`config.mk`:
```
export PLATFORM = sky130hd
export DESIGN_NAME = mmio_result_sink
export DESIGN_NICKNAME = d
export VERILOG_FILES = /design/src/rtl/mmio_result_sink.sv
export SDC_FILE = /design/constraint.sdc
export NUM_CORES = 1
export LEC_CHECK = 0
export CELL_PAD_IN_SITES_DETAIL_PLACEMENT = 1
export CELL_PAD_IN_SITES_GLOBAL_PLACEMENT = 1
export CORE_UTILIZATION = 45
export CTS_CLUSTER_DIAMETER = 40
export DETAILED_ROUTE_END_ITERATION = 8
export GPL_TIMING_DRIVEN = 1
export HOLD_SLACK_MARGIN = 0.08
export PLACE_DENSITY = 0.83
export REMOVE_ABC_BUFFERS = 1
export SKIP_LAST_GASP = 1
export SLEW_MARGIN = 20
export SYNTH_ARGS = -nofsm -noshare
export SYNTH_HDL_FRONTEND = slang
export SYNTH_SLANG_ARGS = --single-unit
```
`constraint.sdc`:
```
create_clock -name clk -period 13.2 [get_ports clk]
set_clock_uncertainty 0.1 [all_clocks]
set_input_delay 2.64 -clock clk [delete_from_list [all_inputs] [get_ports clk]]
set_output_delay 2.64 -clock clk [all_outputs]
set_load 0.02 [all_outputs]
```
`src/rtl/mmio_result_sink.sv`:
```
// mmio_result_sink: memory-mapped responder on the RISC-V core's store bus.
// It decodes stores into a result/scratch region and raises sticky done/pass/fail flags.
// Scratch stores are logged into a drainable FIFO.
// An optional 32-bit execution signature covers Instr/PC/store data.
// Optional feature macro: SIG_HASH_EN (when undefined, sig is tied to 0).
// Ports:
//   clk, reset                  : clock (rising edge), async active-high reset
//   MemWrite, DataAdr, WriteData: core store interface
//   Instr, PC                   : core state folded into the signature
//   done, pass, fail            : sticky run-status flags
//   sig                         : execution signature
//   log_valid, log_data         : scratch FIFO head
//   log_ready                   : consumer pops the head
//   log_ovf                     : dropped scratch stores, saturating at 255
module mmio_result_sink #(
  parameter logic [31:0] RESULT_ADR  = 32'h64,
  parameter logic [31:0] SCRATCH_ADR = 32'h60,
  parameter logic [31:0] PASS_VALUE  = 32'd25,
  parameter int unsigned LOG_DEPTH   = 8
) (
  input  logic        clk,
  input  logic        reset,
  input  logic        MemWrite,
  input  logic [31:0] DataAdr,
  input  logic [31:0] WriteData,
  input  logic [31:0] Instr,
  input  logic [31:0] PC,
  output logic        done,
  output logic        pass,
  output logic        fail,
  output logic [31:0] sig,
  output logic        log_valid,
  output logic [31:0] log_data,
  input  logic        log_ready,
  output logic [7:0]  log_ovf
);

  localparam int unsigned AW = $clog2(LOG_DEPTH);
  localparam int unsigned PW = AW + 1;

  typedef enum logic [1:0] {ST_RUN, ST_PASS, ST_FAIL} state_t;

  state_t state;
  state_t state_next;
  logic   run;

  assign run = (state == ST_RUN);

  // State register
  always_ff @(posedge clk or posedge reset) begin
    if (reset) state <= ST_RUN;
    else       state <= state_next;
  end

  // Store decode; PASS and FAIL are terminal
  always_comb begin
    state_next = state;
    if (run && MemWrite) begin
      if (DataAdr == RESULT_ADR)
        state_next = (WriteData == PASS_VALUE) ? ST_PASS : ST_FAIL;
      else if (DataAdr != SCRATCH_ADR)
        state_next = ST_FAIL;
    end
  end

  // Moore flag outputs, decoded from the registered state only
  always_comb begin
    done = 1'b0;
    pass = 1'b0;
    fail = 1'b0;
    case (state)
      ST_PASS: begin done = 1'b1; pass = 1'b1; end
      ST_FAIL: begin done = 1'b1; fail = 1'b1; end
      default: ;
    endcase
  end

  // Scratch log FIFO; the extra pointer bit distinguishes full from empty
  logic [31:0]   mem [LOG_DEPTH];
  logic [PW-1:0] wptr;
  logic [PW-1:0] rptr;
  logic          empty;
  logic          full;
  logic          push_req;
  logic          push;
  logic          pop;

  assign empty    = (wptr == rptr);
  assign full     = (wptr[AW] != rptr[AW]) && (wptr[AW-1:0] == rptr[AW-1:0]);
  assign push_req = run && MemWrite && (DataAdr == SCRATCH_ADR);
  assign pop      = !empty && log_ready;
  // A same-cycle pop frees the slot, so a push into a full FIFO is still taken
  assign push     = push_req && (!full || pop);

  always_ff @(posedge clk or posedge reset) begin
    if (reset) begin
      mem  <= '{default: '0};
      wptr <= '0;
      rptr <= '0;
    end else begin
      if (push) begin
        mem[wptr[AW-1:0]] <= WriteData;
        wptr              <= wptr + PW'(1);
      end
      if (pop) rptr <= rptr + PW'(1);
    end
  end

  // Dropped-push counter, saturating
  always_ff @(posedge clk or posedge reset) begin
    if (reset)
      log_ovf <= 8'h00;
    else if (push_req && !push && (log_ovf != 8'hFF))
      log_ovf <= log_ovf + 8'd1;
  end

  assign log_valid = !empty;
  assign log_data  = mem[rptr[AW-1:0]];

`ifdef SIG_HASH_EN
  logic [31:0] sig_q;
  logic [31:0] sig_t;

  always_comb sig_t = sig_q ^ Instr ^ PC ^ (MemWrite ? WriteData : 32'h0);

  // LFSR-style shift with feedback; freezes once the run has terminated
  always_ff @(posedge clk or posedge reset) begin
    if (reset)    sig_q <= 32'h0;
    else if (run) sig_q <= {sig_t[30:0], sig_t[9] ^ sig_t[29] ^ sig_t[30] ^ sig_t[31]};
  end

  assign sig = sig_q;
`else
  logic unused_sig_inputs;
  assign unused_sig_inputs = ^{Instr, PC};
  assign sig = 32'h0;
`endif

endmodule

```
## After elaboration in Yosys (flattened, before gate mapping)

Cells that the tools add are included.

- Add/subtract/negate cells: 3
- $mul: 0
- Divide/modulo/power cells: 0
- Order comparisons: 3
- Equality and inequality tests: 10
- Shift-type cells: 0
- Muxes and demuxes: 12
- Bitwise logic cells: 2
- Reduce and logical (&&, ||, !) cells: 16

Operators by type and width:

| cell | number |
|---|---|
| bitwise mux 256 bit | 1 |
| binary-select mux 32 bit (select 3 bit) | 1 |
| demux 32 bit (select 3 bit) | 1 |
| two-way mux 32 bit | 3 |
| == test 32 x 7 -> 1 bit (second input constant) | 2 |
| == test 32 x 5 -> 1 bit (second input constant) | 1 |
| != test 32 x 7 -> 1 bit (second input constant) | 1 |
| adder 4 x 1 -> 4 bit (second input constant) | 2 |
| adder 8 x 1 -> 8 bit (second input constant) | 1 |
| >= comparator 4 bit (second input constant) | 2 |
| logical AND 1 bit | 8 |
| != test 8 bit (second input constant) | 1 |
| inverter 3 -> 4 bit | 2 |
| two-way mux 2 bit | 3 |
| == test 4 bit | 1 |
| < comparator 4 x 1 -> 1 bit (second input constant) | 1 |
| == test 3 bit | 1 |
| logical NOT 1 bit | 3 |
| two-way mux 1 bit | 3 |
| == test 2 x 1 -> 1 bit (second input constant) | 1 |
| == test 2 bit (second input constant) | 1 |
| logical NOT 2 bit | 1 |
| AND reduction 2 bit | 1 |
| nonzero test 2 bit | 1 |
| other kinds (3) | 3 |

- Register bits after elaboration: 274
- Latch bits: 0
- RAM bits: 0
- Bits in read-only memories: 0
- Input port bits: 132
- Word-level logic and storage cells: 58
- Memories: 0

## Logic depth before layout (Yosys ltp)

Gate-level depths: netlist of the first run.

- Depth in word-level cells: 8
- Depth in mapped cells: 9

## Worst setup path after synthesis of the first run

No wires, ideal clock.

- Path kind: register to output
- Start point: register rptr[0]
- End point: output log_data[25]
- Arrival: 1,943 ps
- Slack: 8,517 ps
- Stages on the path, launching flop included: 6
- Path buffers: 3
- Cell sequence: dfrtp_1 > clkbuf_1 > buf_2 > buf_2 > mux4_2 > mux2_2

- Word-level cells in the longest chain between the ends: 4

Ends and longest elaborated chain:

| item | RTL line | text |
|---|---|---|
| start: declaration | 81 | `logic [PW-1:0] rptr;` |
| start signal: assignment | 105 | `if (pop) rptr <= rptr + PW'(1);` |
| inverter 3 -> 4 bit (not written as such) | 118 | `assign log_data = mem[rptr[AW-1:0]];` |
| binary-select mux 32 bit (select 3 bit) | 118 |  |
| two-way mux 32 bit (not written as such) (2 in series) | 118 |  |
| end: declaration | 33 | `output logic [31:0] log_data,` |

No other way between the ends. The select of a mux whose other input is x is not followed.

## Worst setup path after layout of the first run

- Start point: register rptr[0]
- End point: output log_data[26]

Same word-level chain as after synthesis.

==> flow_summary.yaml, run 1 <==
sta:
  timing_worst_slew_pin_value_ps: 1090
  grt_setup_unrepaired: "false"
  final-max-slew-violation-count: 0
  slew-limit-headroom: 0.272
  share_of_the_clock_period_used_by_the_worst_path: 0.475
  post-route-min-period_ps: 6270
  setup_tns_ps: 0
  setup-violations-final: 0
  max_freq_ghz: 0.159
  hold_viol_final: 0
cells_and_area:
  register_area_mm2: 0.00687
  drive_gt1_frac: 0.464
  flow.area_growth_from_synthesis_pct: 20.7
  multi_input_area_mm2: 0.00569
  utilization: 0.557
  final_area_mm2: 0.0156
  fillerInstances: 2606
  finish.net_count: 1066
critical_path:
  critical_path_peak_fanout: 40
  data_arrival_time_of_the_worst_path_ps: 3530
  timing.setup.critical_path_class: "reg -> out"
  critPathRequiredTime_ps: 10460
  kind_of_capture_point_of_the_worst_setup_path: "primary output"
  cp-start-kind: "flop"
grt:
  grt_antenna_before_repair: 2
  wire_length_of_the_first_global_routing_pass_um: 49700
  grt_start_max_net_pins: 144
  vias_in_the_first_global_route: 8358
  grt.total_usage: 0.224
  globalRouteOverflowTotal: 0
routing:
  total_wire_length_um: 30900
  length_of_the_first_detailed_routing_pass_in_iterations: 4
  number_of_vias_per_cell: 5.58
  post-route-drc-count: 0
  route.detailed.wl_per_inst_um: 23.2
  antenna_left: 0
  vias: 7445
  dr.first_iter.drc_count: 421
status:
  status: "finished, final reports clean"
clock_tree:
  ctsRootBufferMaster: "sky130_fd_sc_hd__clkbuf_16"
  cts-htree-levels: 2
  cts_hold_repair.buffers: 0
  cts_made_buffers: 39
  worstSkewPairLatency_ps: 520
  cts_setup_buffers: 0
  cts_num_sinks: 274
  tritoncts: "yes"
  cts.path.max_buffers: 3
  cts.clk_slew.worst_paths_ps: 50
  ctsResizeCount: 0
logic_synthesis:
  synth_seq_cells: 274
  synthesis.yosys.warnings: 0
  mapped_avg_cell_area_um2: 15.8
  synthCells: 818
  synth_seq_area_share: 0.531
  ys_types: 36
  syn_area_mm2: 0.0129
pwr:
  p_comb_frac: 0.031
  power.switching_fraction: 0.220
  power.sequential.fraction: 0.427
  vdd_ir_drop_max_v: 0.0000848
  clock_power_share: 0.543
  p_leak_nw: 7.41
  netSwitchingPower_mw: 0.433
  internal-power_mw: 1.54
  powerDensity_mw_per_mm2: 126
  power_mw: 1.97
flow_run:
  cap_violations: 0
die:
  fp.dieH_um: 171
  coreArea_mm2: 0.0280
  pin_count: 208
  die_area_mm2: 0.0294
  row_count: 61
  starting_density: 0.461
  die_w_um: 171
place:
  numPortBuffers: 111
  dp.final_hpwl_um: 17600
  gp_routability_congestion: 0.760
  place_area_mm2: 0.0142
worst_hold_path:
  hold_path.class: "reg -> reg"
## state kept, by name (all words and copies together) (netlist names)
register / count
state: 2
mem: 256
log_ovf: 8
wptr: 4
rptr: 4
## final timing paths
check,to,depth (start not counted),slack [ps],startpoint
max in group asynchronous,mem[151],4,8110,reset
setup / recovery,log_data[26],4,6930,rptr[0]
hold / removal,mem[196],1,400,mem[196]
hold reg to reg,mem[196],1,400,mem[196]
setup reg to reg,mem[83],6,9510,rptr[2]
min in group asynchronous,mem[118],2,2630,reset
## Yosys cell counts (all sizes together)
library cell | instances | area share
and3 | 1 | 0.00048
and3b | 1 | 0.00068
and4 | 1 | 0.00068
buf | 72 | 0.035
clkbuf | 11 | 0.0032
conb | 1 | 0.00029
dfrtp | 274 | 0.53
ha | 6 | 0.0058
inv | 6 | 0.0017
mux2 | 292 | 0.26
mux4 | 64 | 0.11
nand2 | 8 | 0.0023
nand3 | 11 | 0.0043
nand4 | 10 | 0.0053
nand4b | 1 | 0.00068
nor2 | 10 | 0.0029
nor3 | 9 | 0.0044
nor4 | 11 | 0.0068
nor4b | 6 | 0.0050
o21a | 1 | 0.00058
o21ai | 1 | 0.00039
o311a | 1 | 0.00077
or3 | 1 | 0.00048
or4b | 2 | 0.0015
xnor2 | 11 | 0.0075
xor2 | 6 | 0.0041
## layer usage
layer,vias up,GRT usage,share of wire
li1,3211,-,-
met4,2,0.0703,0.023
met2,154,0.381,0.52
met1,4023,0.297,0.43
met3,55,0.0313,0.034
met5,-,0,0.00042
## cells in the final DEF, fill, tap and decap left out, types with 2 or more instances in the layout
cell type and n:
sky130_fd_sc_hd__nor4b_1 4, sky130_fd_sc_hd__clkdlybuf4s50_1 111, sky130_fd_sc_hd__nor2_1 10, sky130_fd_sc_hd__mux2_1 3
sky130_fd_sc_hd__buf_4 10, sky130_fd_sc_hd__dfrtp_1 271, sky130_fd_sc_hd__nand2_1 8, sky130_fd_sc_hd__clkinv_4 2
sky130_fd_sc_hd__inv_8 2, sky130_fd_sc_hd__xnor2_1 11, sky130_fd_sc_hd__inv_6 7, sky130_fd_sc_hd__nand4_1 9
sky130_fd_sc_hd__xor2_1 6, sky130_fd_sc_hd__mux2_4 30, sky130_fd_sc_hd__bufinv_16 3, sky130_fd_sc_hd__dfrtp_4 3
sky130_fd_sc_hd__ha_1 6, sky130_fd_sc_hd__nand3_1 10, sky130_fd_sc_hd__clkbuf_1 4, sky130_fd_sc_hd__clkbuf_8 8
sky130_fd_sc_hd__nor4_1 8, sky130_fd_sc_hd__mux4_2 64, sky130_fd_sc_hd__clkinvlp_4 2, sky130_fd_sc_hd__conb_1 32
sky130_fd_sc_hd__clkbuf_16 41, sky130_fd_sc_hd__nor4_2 3, sky130_fd_sc_hd__nor4b_4 2, sky130_fd_sc_hd__nor3_1 8
sky130_fd_sc_hd__mux2_2 259, sky130_fd_sc_hd__or4b_2 2, sky130_fd_sc_hd__inv_1 5
## power by group through the flow
stage	registers [mW]	logic [mW]	clock network [mW]
after floorplan	0.856	0.0222	0
after global placement	0.855	0.0602	0
after detailed placement	0.855	0.0609	0
after CTS	0.840	0.0611	1.09
after global routing	0.840	0.0671	1.12
final	0.840	0.0601	1.07
## per-stage QoR
| stage | setup slack [ps] | cells | hold slack (ps) |
|---|---|---|---|
| floorplan | 2910 | 766 | 352 |
| global placement | 7310 | 1265 | 362 |
| detailed placement | 7300 | 1265 | 375 |
| CTS | 6860 | 1334 | 400 |
| global route | 6780 | 1335 | 413 |
| finish | 6930 | 1335 | 401 |
## critical path, stage by stage (launching register included)
cell,delay [ps]
sky130_fd_sc_hd__dfrtp_4,790
sky130_fd_sc_hd__buf_4,730
sky130_fd_sc_hd__mux4_2,600
sky130_fd_sc_hd__mux2_2,330
sky130_fd_sc_hd__clkdlybuf4s50_1,550
## final cells by class
type	count	share of cell area
sequential	274	0.440
multi-input combinational	486	0.365
timing repair buffer	121	0.0760
clock buffer	53	0.0738
tap	378	0.0303
clock inverter	16	0.0128
inverter	6	0.00192
antenna	1	0.000160
## kinds of logic (layout without fill, tap and decap cells)
kind of cell	count (synthesis)	after routing	share of synthesized area
adders and majority gates	6	6	0.00581
other	1	33	0.000290
AOI/OAI and AO/OA	3	3	0.00174
and+or+nand+nor	72	72	0.0355
muxes	356	356	0.375
DFF	274	274	0.531
xor gates and xnor gates	17	17	0.0115
buffers and inverters	89	196	0.0398
Power figures use the tool's default switching activity.
==> inputs of run 2 (changes only) <==
CORE_UTILIZATION = 41   (was 45)
PLACE_DENSITY = 0.8   (was 0.83)
clock period = 5.75 ns   (was 13.2 ns; I/O delays follow)
==> flow_summary.yaml, run 2 (synthesized netlist as in run 1, its figures left out) <==
die:
  coreArea_mm2: 0.0308
  row_count: 64
  die_w_um: 180
  starting_density: 0.419
  pin_count: 208
  fp.dieH_um: 180
  die_area_mm2: 0.0322
pwr:
  p_leak_nw: 7.48
  p_comb_frac: 0.030
  netSwitchingPower_mw: 1.02
  internal-power_mw: 3.67
  vdd_ir_drop_max_v: 0.000277
  powerDensity_mw_per_mm2: 297
  power.sequential.fraction: 0.412
  power.switching_fraction: 0.218
  clock_power_share: 0.559
cells_and_area:
  final_area_mm2: 0.0158
  drive_gt1_frac: 0.471
  register_area_mm2: 0.00687
  flow.area_growth_from_synthesis_pct: 22.3
  biggestRegsByFlops: "mem: 256 flops, log_ovf: 8 flops"
  finish.net_count: 1076
  regMostFlops: "mem"
  fillerInstances: 2856
  multi_input_area_mm2: 0.00569
  diodes: 0
  largest_reg_flops: 256
  mostFrequentLayoutCell: "sky130_fd_sc_hd__dfrtp_1"
  mostFrequentLayoutCells: "271 x sky130_fd_sc_hd__dfrtp_1, 259 x sky130_fd_sc_hd__mux2_2, 111 x sky130_fd_sc_hd__clkdlybuf4s50_1"
  finish.cell_count_without_fillers: 1365
clock_tree:
  cts_made_buffers: 42
  cts-htree-levels: 2
  tritoncts: "yes"
  worstSkewPairLatency_ps: 520
  cts.path.max_buffers: 3
  ctsResizeCount: 0
  cts_num_sinks: 274
  cts_setup_buffers: 0
  cts.clk_slew.worst_paths_ps: 50
  ctsRootBufferMaster: "sky130_fd_sc_hd__clkbuf_16"
  cts_hold_repair.buffers: 0
critical_path:
  data_arrival_time_of_the_worst_path_ps: 3200
  timing.setup.critical_path_class: "reg -> out"
  timing.critical_path.from: "rptr[0]"
  cp-start-kind: "flop"
  critPathRequiredTime_ps: 4500
  critical_path_peak_fanout: 36
  worst_r2r_startpoint: "rptr[1]"
  kind_of_capture_point_of_the_worst_setup_path: "primary output"
status:
  violations_in_the_final_reports: "DRC"
  status: "complete, but fails checks"
sta:
  finalHoldWorstSlack_ps: 397
  setup_slack_ps: 1300
  timing_worst_slew_pin_value_ps: 1080
  setup-violations-final: 0
  final-max-slew-violation-count: 0
  share_of_the_clock_period_used_by_the_worst_path: 0.774
  setup_tns_ps: 0
  grt_setup_unrepaired: "false"
  slew-limit-headroom: 0.278
  hold_viol_final: 0
  post-route-min-period_ps: 4450
  max_freq_ghz: 0.225
routing:
  post-route-drc-count: 3
  vias: 7429
  route.detailed.wl_per_inst_um: 23.3
  length_of_the_first_detailed_routing_pass_in_iterations: 8
  total_wire_length_um: 31800
  dr.first_iter.drc_count: 410
  antenna_left: 0
  number_of_vias_per_cell: 5.44
place:
  numPortBuffers: 111
  placed_cells: 1290
  place_area_mm2: 0.0143
  pre_cts_slack_ps: 1560
  gp_routability_congestion: 0.731
  dp.final_hpwl_um: 18200
flow_run:
  cap_violations: 0
worst_hold_path:
  worstHoldStart: "mem[255]"
  hold_path.class: "reg -> reg"
grt:
  wire_length_of_the_first_global_routing_pass_um: 52400
  vias_in_the_first_global_route: 8816
  grt.total_usage: 0.208
  grt_start_max_net_pins: 150
  grt_antenna_before_repair: 0
  globalRouteOverflowTotal: 0
run 2: worst max-delay path, cell delays in order (launching register included):
cell and delay, ps:
sky130_fd_sc_hd__dfrtp_4 860, sky130_fd_sc_hd__buf_12 370, sky130_fd_sc_hd__mux4_2 560, sky130_fd_sc_hd__mux2_2 310, sky130_fd_sc_hd__clkdlybuf4s50_1 550
run 2: final timing paths:
path                                      to  slack [ps]  cells after the start
worst min-delay path                mem[255]         400                      1
worst max-delay path            log_data[29]        1300                      4
worst max register to register       mem[95]        2210                      6
min in group asynchronous           mem[193]        1100                      2
max in group asynchronous            mem[64]        3440                      3
worst min register to register      mem[255]         400                      1
run 2: per-layer routing:
| metal | routed length, µm | vias up | track usage |
|---|---|---|---|
| met5 | 0 | - | 0 |
| met4 | 745 | 0 | 0.0648 |
| met3 | 1090 | 60 | 0.0365 |
| met2 | 16700 | 144 | 0.366 |
| met1 | 13300 | 3998 | 0.260 |
| li1 | - | 3227 | - |
run 2: cell type report:
cell class,count,share of cell area
tap,396,0.0314
inverter,6,0.00222
clock buffer,52,0.0728
clock inverter,23,0.0191
timing repair buffer,128,0.0800
multi-input combinational,486,0.360
sequential,274,0.434
run 2: power by group through the flow:
stage	combinational, mW	sequential, mW	clock (mW)
floorplan	0.0510	1.96	0
global placement	0.139	1.96	0
detailed placement	0.141	1.96	0
CTS	0.142	1.93	2.67
global route	0.153	1.93	2.76
finish	0.140	1.93	2.62
run 2: stage by stage:
step / power, mW / utilization
after CTS: 4.75 / 0.512
final: 4.69 / 0.513
after global placement: 2.10 / 0.465
after global routing: 4.84 / 0.513
after floorplan: 2.02 / -
after detailed placement: 2.10 / 0.465
==> inputs of run 3 (changes only) <==
clock period = 3.84 ns   (was 5.75 ns; I/O delays follow)
==> flow_summary.yaml, run 3 (synthesized netlist as in run 1, its figures left out) <==
status:
  status: "complete, but fails checks"
  violations_in_the_final_reports: "DRC"
critical_path:
  data_arrival_time_of_the_worst_path_ps: 2830
  kind_of_capture_point_of_the_worst_setup_path: "primary output"
  crit_chain: "buf_12 > mux4_2 > mux2_2 > clkdlybuf4s50_1"
  cp-start-kind: "flop"
  r2r_slack_ps: 800
  cell_count_along_the_critical_path: 4
  timing.critical_path.slowest_stage_cell: "sky130_fd_sc_hd__dfrtp_4"
  timing.setup.critical_path_class: "reg -> out"
  ff2ff_path_depth: 7
  critical-path-max-stage-delay_ps: 660
  critical_path_peak_fanout: 21
  critical_path_buf_inv_count: 2
  critPathRequiredTime_ps: 2970
  worst_r2r_startpoint: "rptr[0]"
  cp_top_family: "multiplexers"
  worst_setup_path_endpoint: "log_data[7]"
  timing.critical_path.from: "rptr[0]"
  reg2reg_to: "mem[216]"
routing:
  number_of_vias_per_cell: 5.44
  route.top_layer_used: "met5"
  vias: 7490
  total_wire_length_um: 31200
  m1WireLength_um: 13200
  antenna_left: 0
  wl_met3_um: 1140
  post-route-drc-count: 5
  length_of_the_first_detailed_routing_pass_in_iterations: 8
  dr.first_iter.drc_count: 329
  met2_length_um: 16100
  route.detailed.wl_per_inst_um: 22.7
cells_and_area:
  biggestRegsByFlops: "mem: 256 flops, log_ovf: 8 flops"
  mostFrequentLayoutCell: "sky130_fd_sc_hd__dfrtp_1"
  mostFrequentLayoutCells: "271 x sky130_fd_sc_hd__dfrtp_1, 259 x sky130_fd_sc_hd__mux2_2, 111 x sky130_fd_sc_hd__clkdlybuf4s50_1"
  regMostFlops: "mem"
  final_area_mm2: 0.0159
  multi_input_area_mm2: 0.00569
  flow.area_growth_from_synthesis_pct: 23.2
  largest_reg_flops: 256
  finish.net_count: 1086
  register_area_mm2: 0.00687
  drive_gt1_frac: 0.477
  fillerInstances: 2892
clock_tree:
  worstSkewPairLatency_ps: 520
  ctsResizeCount: 0
  ctsRootBufferMaster: "sky130_fd_sc_hd__clkbuf_16"
  cts_num_sinks: 274
  cts_made_buffers: 42
  cts-htree-levels: 2
  cts.path.max_buffers: 3
  cts_hold_repair.buffers: 0
  tritoncts: "yes"
  cts.clk_slew.worst_paths_ps: 60
  cts_setup_buffers: 0
pwr:
  p_leak_nw: 7.53
  powerDensity_mw_per_mm2: 424
  power_mw: 6.74
  vdd_ir_drop_max_v: 0.000316
sta:
  grt_setup_unrepaired: "false"
  slew-limit-headroom: 0.606
  final-max-slew-violation-count: 0
  max_freq_ghz: 0.271
  post-route-min-period_ps: 3690
  hold_viol_final: 0
  setup-violations-final: 0
  timing_worst_slew_pin_value_ps: 591
  share_of_the_clock_period_used_by_the_worst_path: 0.962
grt:
  vias_in_the_first_global_route: 8712
  grt_start_max_net_pins: 81
  wire_length_of_the_first_global_routing_pass_um: 51500
  grt.total_usage: 0.204
  globalRouteOverflowTotal: 0
  grt_antenna_before_repair: 2
die:
  row_count: 64
  fp.dieH_um: 180
  starting_density: 0.419
  die_area_mm2: 0.0322
  die_w_um: 180
  pin_count: 208
  coreArea_mm2: 0.0308
flow_run:
  cap_violations: 0
worst_hold_path:
  hold_path.class: "reg -> reg"
  worstHoldStart: "mem[140]"
place:
  gp_routability_congestion: 0.766
  place_area_mm2: 0.0146
  dp.final_hpwl_um: 19100
  numPortBuffers: 111
run 3: cell types whose count changed in the layout (fill, tap and decap cells not counted), sizes merged:
cell,previous run,this run
clkinvlp,7,6
diode,0,1
buf,17,27
clkinv,9,10
inv,7,13
bufinv,6,1
run 3: worst min path at each step:
stage | slack, ps | cells past startpoint | end
floorplan | 350 | 1 | mem[189]
global placement | 360 | 1 | mem[189]
detailed placement | 380 | 1 | mem[255]
CTS | 400 | 1 | mem[255]
global route | 410 | 1 | mem[255]
finish | 400 | 1 | mem[140]
run 3: report_power, final:
group / internal, mW / switching (mW)
Clock: 2.23 / 1.41
Combinational: 0.0738 / 0.143
Sequential: 2.89 / 0
run 3: layout make-up:
| cell class | count | share of cell area |
|---|---|---|
| multi-input cells | 486 | 0.358 |
| clock inverters | 24 | 0.0130 |
| inverters | 6 | 0.00189 |
| flip-flops and latches | 274 | 0.431 |
| diodes | 1 | 0.000157 |
| well taps | 396 | 0.0311 |
| clock buffers | 52 | 0.0722 |
| repair buffers | 138 | 0.0927 |
run 3: layer usage:
| metal | vias up | global-route usage |
|---|---|---|
| met2 | 143 | 0.355 |
| met3 | 63 | 0.0340 |
| li1 | 3264 | - |
| met4 | 2 | 0.0559 |
| met1 | 4018 | 0.262 |
| met5 | - | 0 |
run 3: stage by stage:
stage          std cells  setup TNS [ps]  hold WS (ps)  utilization  setup WS, ps
2_1_floorplan        766        -1501120           352            -         -4580
3_3_place_gp        1300               0           364        0.472           409
3_5_place_dp        1300               0           375        0.472           360
4_1_cts             1376               0           396        0.516          90.1
5_1_grt             1377               0           405        0.516          44.6
6_report            1377               0           397        0.516           145
